--- src/rtl/pixel_write_receiver.sv ---
// Pixel-write sink: clips and buffers (x, y, colour) writes, converts them to linear
// framebuffer write cycles, and provides a whole-frame clear fill.
module pixel_write_receiver #(
    parameter int unsigned WIDTH       = 320,
    parameter int unsigned HEIGHT      = 240,
    parameter int unsigned COLOUR_BITS = 3,
    parameter int unsigned FIFO_DEPTH  = 4,
    parameter int unsigned ADDR_W      = 17
) (
    input  logic                   clk,
    input  logic                   reset,
    input  logic [8:0]             x,
    input  logic [7:0]             y,
    input  logic [COLOUR_BITS-1:0] colour,
    input  logic                   plot,
    input  logic                   clear_req,
    input  logic [COLOUR_BITS-1:0] clear_colour,
    output logic                   busy,
    output logic                   full,
    output logic [ADDR_W-1:0]      mem_addr,
    output logic [COLOUR_BITS-1:0] mem_data,
    output logic                   mem_we,
    output logic [15:0]            clip_count,
    output logic [15:0]            drop_count
);

    localparam int unsigned PTR_W = (FIFO_DEPTH > 1) ? $clog2(FIFO_DEPTH) : 1;
    localparam int unsigned CNT_W = $clog2(FIFO_DEPTH) + 1;
    localparam logic [CNT_W-1:0]  DEPTH_C   = CNT_W'(FIFO_DEPTH);
    localparam logic [8:0]        X_LIM     = 9'(WIDTH);
    localparam logic [7:0]        Y_LIM     = 8'(HEIGHT);
    localparam logic [ADDR_W-1:0] FILL_LAST = ADDR_W'(WIDTH * HEIGHT - 1);

    typedef enum logic [0:0] {StStream, StClear} state_e;

    state_e                 state_q, state_d;
    logic [PTR_W-1:0]       wr_ptr_q, wr_ptr_d;
    logic [PTR_W-1:0]       rd_ptr_q, rd_ptr_d;
    logic [CNT_W-1:0]       count_q, count_d;
    logic                   full_q, full_d;
    logic                   busy_q, busy_d;
    logic [ADDR_W-1:0]      mem_addr_q, mem_addr_d;
    logic [COLOUR_BITS-1:0] mem_data_q, mem_data_d;
    logic                   mem_we_q, mem_we_d;
    logic [15:0]            clip_q, clip_d;
    logic [15:0]            drop_q, drop_d;
    logic [ADDR_W-1:0]      fill_cnt_q, fill_cnt_d;
    logic [COLOUR_BITS-1:0] fill_col_q, fill_col_d;

    logic [8:0]             fifo_x_q [FIFO_DEPTH];
    logic [7:0]             fifo_y_q [FIFO_DEPTH];
    logic [COLOUR_BITS-1:0] fifo_c_q [FIFO_DEPTH];

    logic                   in_range;
    logic                   fifo_full;
    logic                   fifo_empty;
    logic                   push;
    logic                   pop;
    logic [ADDR_W-1:0]      head_x_w;
    logic [ADDR_W-1:0]      head_y_w;
    logic [ADDR_W-1:0]      head_addr;

    always_comb begin
        in_range   = (x < X_LIM) && (y < Y_LIM);
        fifo_full  = (count_q == DEPTH_C);
        fifo_empty = (count_q == '0);
        push       = plot && in_range && !fifo_full;
        // The clear_req edge never pops, so the fill is not interleaved with a drain.
        pop        = (state_q == StStream) && !clear_req && !fifo_empty;

        head_x_w = ADDR_W'(fifo_x_q[rd_ptr_q]);
        head_y_w = ADDR_W'(fifo_y_q[rd_ptr_q]);
        if (WIDTH == 320) begin
            head_addr = (head_y_w << 8) + (head_y_w << 6) + head_x_w;
        end else begin
            head_addr = ADDR_W'(head_y_w * ADDR_W'(WIDTH)) + head_x_w;
        end
    end

    always_comb begin
        state_d    = state_q;
        busy_d     = busy_q;
        mem_addr_d = mem_addr_q;
        mem_data_d = mem_data_q;
        mem_we_d   = 1'b0;
        fill_cnt_d = fill_cnt_q;
        fill_col_d = fill_col_q;

        case (state_q)
            StStream: begin
                busy_d = clear_req;
                if (pop) begin
                    mem_we_d   = 1'b1;
                    mem_addr_d = head_addr;
                    mem_data_d = fifo_c_q[rd_ptr_q];
                end
                if (clear_req) begin
                    state_d    = StClear;
                    fill_cnt_d = '0;
                    fill_col_d = clear_colour;
                end
            end
            StClear: begin
                // busy stays high through the final fill write's cycle.
                busy_d     = 1'b1;
                mem_we_d   = 1'b1;
                mem_addr_d = fill_cnt_q;
                mem_data_d = fill_col_q;
                if (fill_cnt_q == FILL_LAST) begin
                    state_d = StStream;
                end else begin
                    fill_cnt_d = fill_cnt_q + ADDR_W'(1);
                end
            end
            default: begin
                state_d = StStream;
                busy_d  = 1'b0;
            end
        endcase
    end

    always_comb begin
        wr_ptr_d = push ? wr_ptr_q + PTR_W'(1) : wr_ptr_q;
        rd_ptr_d = pop ? rd_ptr_q + PTR_W'(1) : rd_ptr_q;
        case ({push, pop})
            2'b10:   count_d = count_q + CNT_W'(1);
            2'b01:   count_d = count_q - CNT_W'(1);
            default: count_d = count_q;
        endcase
        full_d = (count_d == DEPTH_C);

        clip_d = clip_q;
        if (plot && !in_range && (clip_q != 16'hFFFF)) begin
            clip_d = clip_q + 16'd1;
        end
        drop_d = drop_q;
        if (plot && in_range && fifo_full && (drop_q != 16'hFFFF)) begin
            drop_d = drop_q + 16'd1;
        end
    end

    always_ff @(posedge clk or posedge reset) begin
        if (reset) begin
            state_q    <= StStream;
            wr_ptr_q   <= '0;
            rd_ptr_q   <= '0;
            count_q    <= '0;
            full_q     <= 1'b0;
            busy_q     <= 1'b0;
            mem_addr_q <= '0;
            mem_data_q <= '0;
            mem_we_q   <= 1'b0;
            clip_q     <= '0;
            drop_q     <= '0;
            fill_cnt_q <= '0;
            fill_col_q <= '0;
        end else begin
            state_q    <= state_d;
            wr_ptr_q   <= wr_ptr_d;
            rd_ptr_q   <= rd_ptr_d;
            count_q    <= count_d;
            full_q     <= full_d;
            busy_q     <= busy_d;
            mem_addr_q <= mem_addr_d;
            mem_data_q <= mem_data_d;
            mem_we_q   <= mem_we_d;
            clip_q     <= clip_d;
            drop_q     <= drop_d;
            fill_cnt_q <= fill_cnt_d;
            fill_col_q <= fill_col_d;
        end
    end

    // Entry storage needs no reset; occupancy is tracked by the pointers and count.
    always_ff @(posedge clk) begin
        if (push) begin
            fifo_x_q[wr_ptr_q] <= x;
            fifo_y_q[wr_ptr_q] <= y;
            fifo_c_q[wr_ptr_q] <= colour;
        end
    end

    assign busy       = busy_q;
    assign full       = full_q;
    assign mem_addr   = mem_addr_q;
    assign mem_data   = mem_data_q;
    assign mem_we     = mem_we_q;
    assign clip_count = clip_q;
    assign drop_count = drop_q;

endmodule

--- config.mk ---
export PLATFORM = sky130hd
export DESIGN_NAME = pixel_write_receiver
export DESIGN_NICKNAME = d
export VERILOG_FILES = /design/src/rtl/pixel_write_receiver.sv
export SDC_FILE = /design/constraint.sdc
export NUM_CORES = 1
export LEC_CHECK = 0
export ABC_CLOCK_PERIOD_IN_PS = 4600
export BUFFER_PORTS_ARGS = -buffer_cell sky130_fd_sc_hd__buf_4
export CORE_UTILIZATION = 61
export CTS_BUF_LIST = sky130_fd_sc_hd__clkbuf_8
export CTS_CLUSTER_DIAMETER = 40
export DETAILED_ROUTE_END_ITERATION = 10
export PLACE_DENSITY = 0.9
export SLEW_MARGIN = 30
export SYNTH_ARGS = -nofsm -noshare
export SYNTH_HDL_FRONTEND = slang
export SYNTH_SLANG_ARGS = --single-unit
export TNS_END_PERCENT = 5
--- constraint.sdc ---
create_clock -name clk -period 4.6 [get_ports clk]
set_clock_uncertainty 0.15 [all_clocks]
set_input_delay 0.23 -clock clk [delete_from_list [all_inputs] [get_ports clk]]
set_output_delay 0.23 -clock clk [all_outputs]
set_load 0.005 [all_outputs]
==> results.md <==
Synth:
- Counting every net in the synthesized netlist gives 597.
- Synthesis instantiated 56 different standard cells from the library.
- Counting flops with a built-in enable in the synthesized netlist gives 80.
- The dominant synthesized flop cell is dfrtp_1.
- The gate count after technology mapping is 544.
- The post-synthesis async set-or-reset flop share is 50.92%.
- The total number of yosys warnings is 0.
- The synthesized design contains 163 register bits.
- The netlist area before placement is 7266 µm².
- After synthesis, the mean cell area works out to 13.36 µm².
- The share of the yosys chip area belonging to registers is 61.65%.

Worst setup path:
- The internal reg-to-reg setup slack is 960 ps.
- The slowest stage cell on the critical path is dfrtp_1.
- The worst endpoint data arrival time is 3840 ps.
- Of all nets on the critical path, the largest fanout is 13.
- Data on the critical path is required at its endpoint by 4800 ps.
- The count of buffering cells on the critical path with inverters included is 1.
- The family with the most delay on the worst path is compound AO/OA/AOI/OAI gates.
- The largest single stage delay on the critical path is 780 ps.
- STA classifies the critical path startpoint as a flop.
- STA classifies the critical path endpoint as a flop.
- The worst setup path is of the flop to flop kind.
- The signal on the critical path passes through buf_4, mux4_2, ha_1, ha_1, o21ai_0, o21bai_1, a21oi_1, a21oi_1, a211o_1.

Timing:
- The worst hold slack across all endpoints is 105.6 ps.
- After layout, the worst path uses 79.09% of the clock period.
- Setup repair after global routing left no endpoint under its margin.
- The summed negative setup slack over all endpoints is 0 ps.
- Across all setup checks in the final design, the least slack found is 961.9 ps.
- Setup violations remaining at the end of the flow were counted as 0.
- The timing-limited maximum frequency is 0.2749 GHz.
- The final critical delay including setup and external delays is 3638 ps.
- The final number of hold-violating endpoints was 0.
- Measured against its own limit, the worst slew margin works out to 39.80%.
- For the pin with the worst max-slew slack, the measured transition is 899.6 ps.
- The number of max-slew violations in the final report is 0.

Floorplanning:
- The effective utilization at floorplan is 63.09%.
- The die covers 12350 µm².
- In this run the horizontal extent of the chip is 111.1 µm.
- The core region is 11520 µm².
- In this run the vertical extent of the chip is 111.1 µm.
- Pin placement for this block handled 82 I/O pins.
- The count of standard-cell rows is 39.

Place:
- The cell count after placement is 759.
- The count of input and output buffers is 81.
- The global placement routability congestion is 0.8685.
- Summed over all nets, the half-perimeter wirelength after detailed placement is 10380 µm.
- The pre-CTS setup slack is 1033 ps.

Finish:
- The final design utilization is 75.11%.
- The area growth from synthesis to final layout is 19.05%.
- The number of nets in the finished design is 713.
- The number of antenna diodes in the final layout is 0.
- The post-route netlist has 23.48% of its cells at a drive strength greater than 1.
- The count of cells in the finished layout, fillers not included, comes to 816.

Global routing:
- The remaining global-route overflow is 0.
- The number of antenna violations at the first check in global routing is 0.
- Entering global routing, the biggest net connects 46 pins.
- The wire length of the first global-routing pass is 24690 µm.
- The total track usage is 26.06%.
- The number of global-route vias before repair came to 4813.

Min path:
- The min-delay analysis places its worst path in the category input port to flop.

Power and ir drop:
- The power per cell area is 495.5 nW/µm².
- The worst vdd rail ir drop is 0.3085 mV.
- Summed over all cells, the static leakage comes to 0.003608 µW.

Clock tree:
- Clock tree synthesis found a total of 163 sinks.
- The number of buffers inserted by post-CTS setup repair is 0.
- The buffer levels on the longest clock path is 2.
- The clock insertion delay at the later pin of the skew report is 460 ps.
- CTS placed an instance of clkbuf_8 at the clock tree root.
- TritonCTS built the clock tree.
- Clock-pin slew was measured on the worst setup and hold paths at 90 ps.
- CTS built an H-tree with a depth of 4.
- TritonCTS created 17 clock buffers.

Detailed routing:
- Wires add up to 14940 µm.
- Detailed routing inserted a total of 4963 vias.
- After detailed routing, the number of remaining DRC violations is 12.
- The detailed-router iteration count before antenna repair is 8.
- The post-detailed-route via-to-cell ratio is 6.082.
- For this block, the initial DRC count from the detailed router was 423.
- The detail route stage leaves a number of antenna-violating nets equal to 0.
- After detailed routing, the average wire length per cell comes to 18.31 µm.

Run status:
- The checks that failed: DRC.
- The run finished, with violations left.

Flow run:
- Max-cap violations in this run came to 0.
-- flip-flops by register name (all words and copies together), names as in the netlist, 2 cells and up --
register    flops
fifo_x_q       36
fifo_y_q       32
fill_cnt_q     17
mem_addr       17
clip_count     16
drop_count     16
fifo_c_q       12
count_q         3
fill_col_q      3
mem_data        3
rd_ptr_q        2
wr_ptr_q        2
-- metal layers --
metal	global-route usage [%]	up-vias	wire length [µm]
met5	0	-	0
met4	8.739	0	269
met3	6.561	28	925
met2	41.51	208	7417
met1	35.46	2475	6326
li1	-	2252	-
-- worst reg2reg max path, cell delays in order, from the launching register on --
cell and delay [ps]:
dfrtp_1 780, buf_4 290, mux4_2 550, ha_1 320, ha_1 380, o21ai_0 380, o21bai_1 100, a21oi_1 250
a21oi_1 100, a211o_1 230
-- power by group --
part / total, µW / switching (µW) / internal, µW
Sequential: 1990 / 223 / 1770
Combinational: 1360 / 702 / 657
Clock: 938 / 543 / 394
Total: 4290 / 1470 / 2820
-- Yosys cell counts (all sizes together), types with 2 or more instances --
cell | instances | area (µm²)
nor2b | 5 | 31.28
and4 | 4 | 35.03
nor2 | 45 | 168.9
nor4 | 8 | 50.05
o22ai | 5 | 31.28
mux4 | 20 | 450.4
a22oi | 7 | 52.55
a211oi | 5 | 37.54
xor2 | 29 | 254.0
ha | 23 | 287.8
edfxtp | 80 | 2402
clkbuf | 12 | 45.04
inv | 22 | 82.58
a221o | 5 | 50.05
fa | 3 | 60.06
xnor2 | 16 | 140.1
and2 | 4 | 25.02
o21ai | 13 | 65.06
nor3 | 19 | 105.1
nand2b | 2 | 12.51
dfrtp | 83 | 2077
nor3b | 3 | 27.52
o211ai | 3 | 22.52
a21oi | 12 | 60.06
a31oi | 2 | 12.51
mux2 | 7 | 78.83
buf | 4 | 23.77
and3 | 12 | 75.07
nand3 | 20 | 100.1
or3 | 2 | 17.52
a21o | 2 | 15.01
nand2 | 36 | 135.1
nand4 | 15 | 93.84
-- cells by family (layout without fill, tap and decap cells) --
kind of cell               count (synthesis)  in the layout  share of synthesized area (%)
and+or+nand+nor                          180            180                          12.67
DFF                                      163            163                          61.65
AOI/OAI and AO/OA                         64             64                          5.959
xor gates and xnor gates                  45             45                          5.424
buffers and inverters                     38            167                          2.084
muxes                                     28             28                          7.422
adders and majority gates                 26             26                          4.787
-- repair_timing --
item / in CTS / in global routing
endpoints found under the setup margin: 0 / 0
hold buffers: 25 / 0
gates resized for setup: 0 / 0
endpoints found under the hold margin: 122 / 0
-- placed cells by master, fill, tap and decap left out, types with 8 or more instances in the layout --
master          n
buf_4          87
dfrtp_1        83
edfxtp_1       80
nor2_1         45
nand2_1        36
xor2_1         29
dlygate4sd3_1  25
ha_1           23
inv_1          21
mux4_2         20
nand3_1        20
clkbuf_8       18
nor3_1         17
xnor2_1        16
nand4_1        15
a21oi_1        12
and3_1         12
o21ai_0        11
nor4_1          8
-- final timing paths --
kind,from,end,cells past startpoint
min in group asynchronous,reset,drop_count[8],3
min,plot,wr_ptr_q[0],4
max reg2reg,rd_ptr_q[0],mem_addr[16],9
max,rd_ptr_q[0],mem_addr[16],9
max in group asynchronous,reset,mem_data[1],4
min reg2reg,clip_count[9],clip_count[9],1
-- cell type report --
cell class | count | area [µm²]
repair buffers | 113 | 914.6
fillers | 676 | 2867
flip-flops and latches | 163 | 4479
well taps | 143 | 178.9
clock buffers | 18 | 247.7
clock inverters | 14 | 106.4
multi-input cells | 343 | 2639
inverters | 22 | 83.83
-- metrics by stage --
| stage | total power [µW] | cell area (µm²) |
|---|---|---|
| global route | 4521 | 8650 |
| finish | 4286 | 8650 |
| detailed placement | 3325 | 8043 |
| global placement | 3236 | 8030 |
| floorplan | 2878 | 7266 |
| CTS | 4280 | 8647 |
Power figures use the tool's default switching activity.
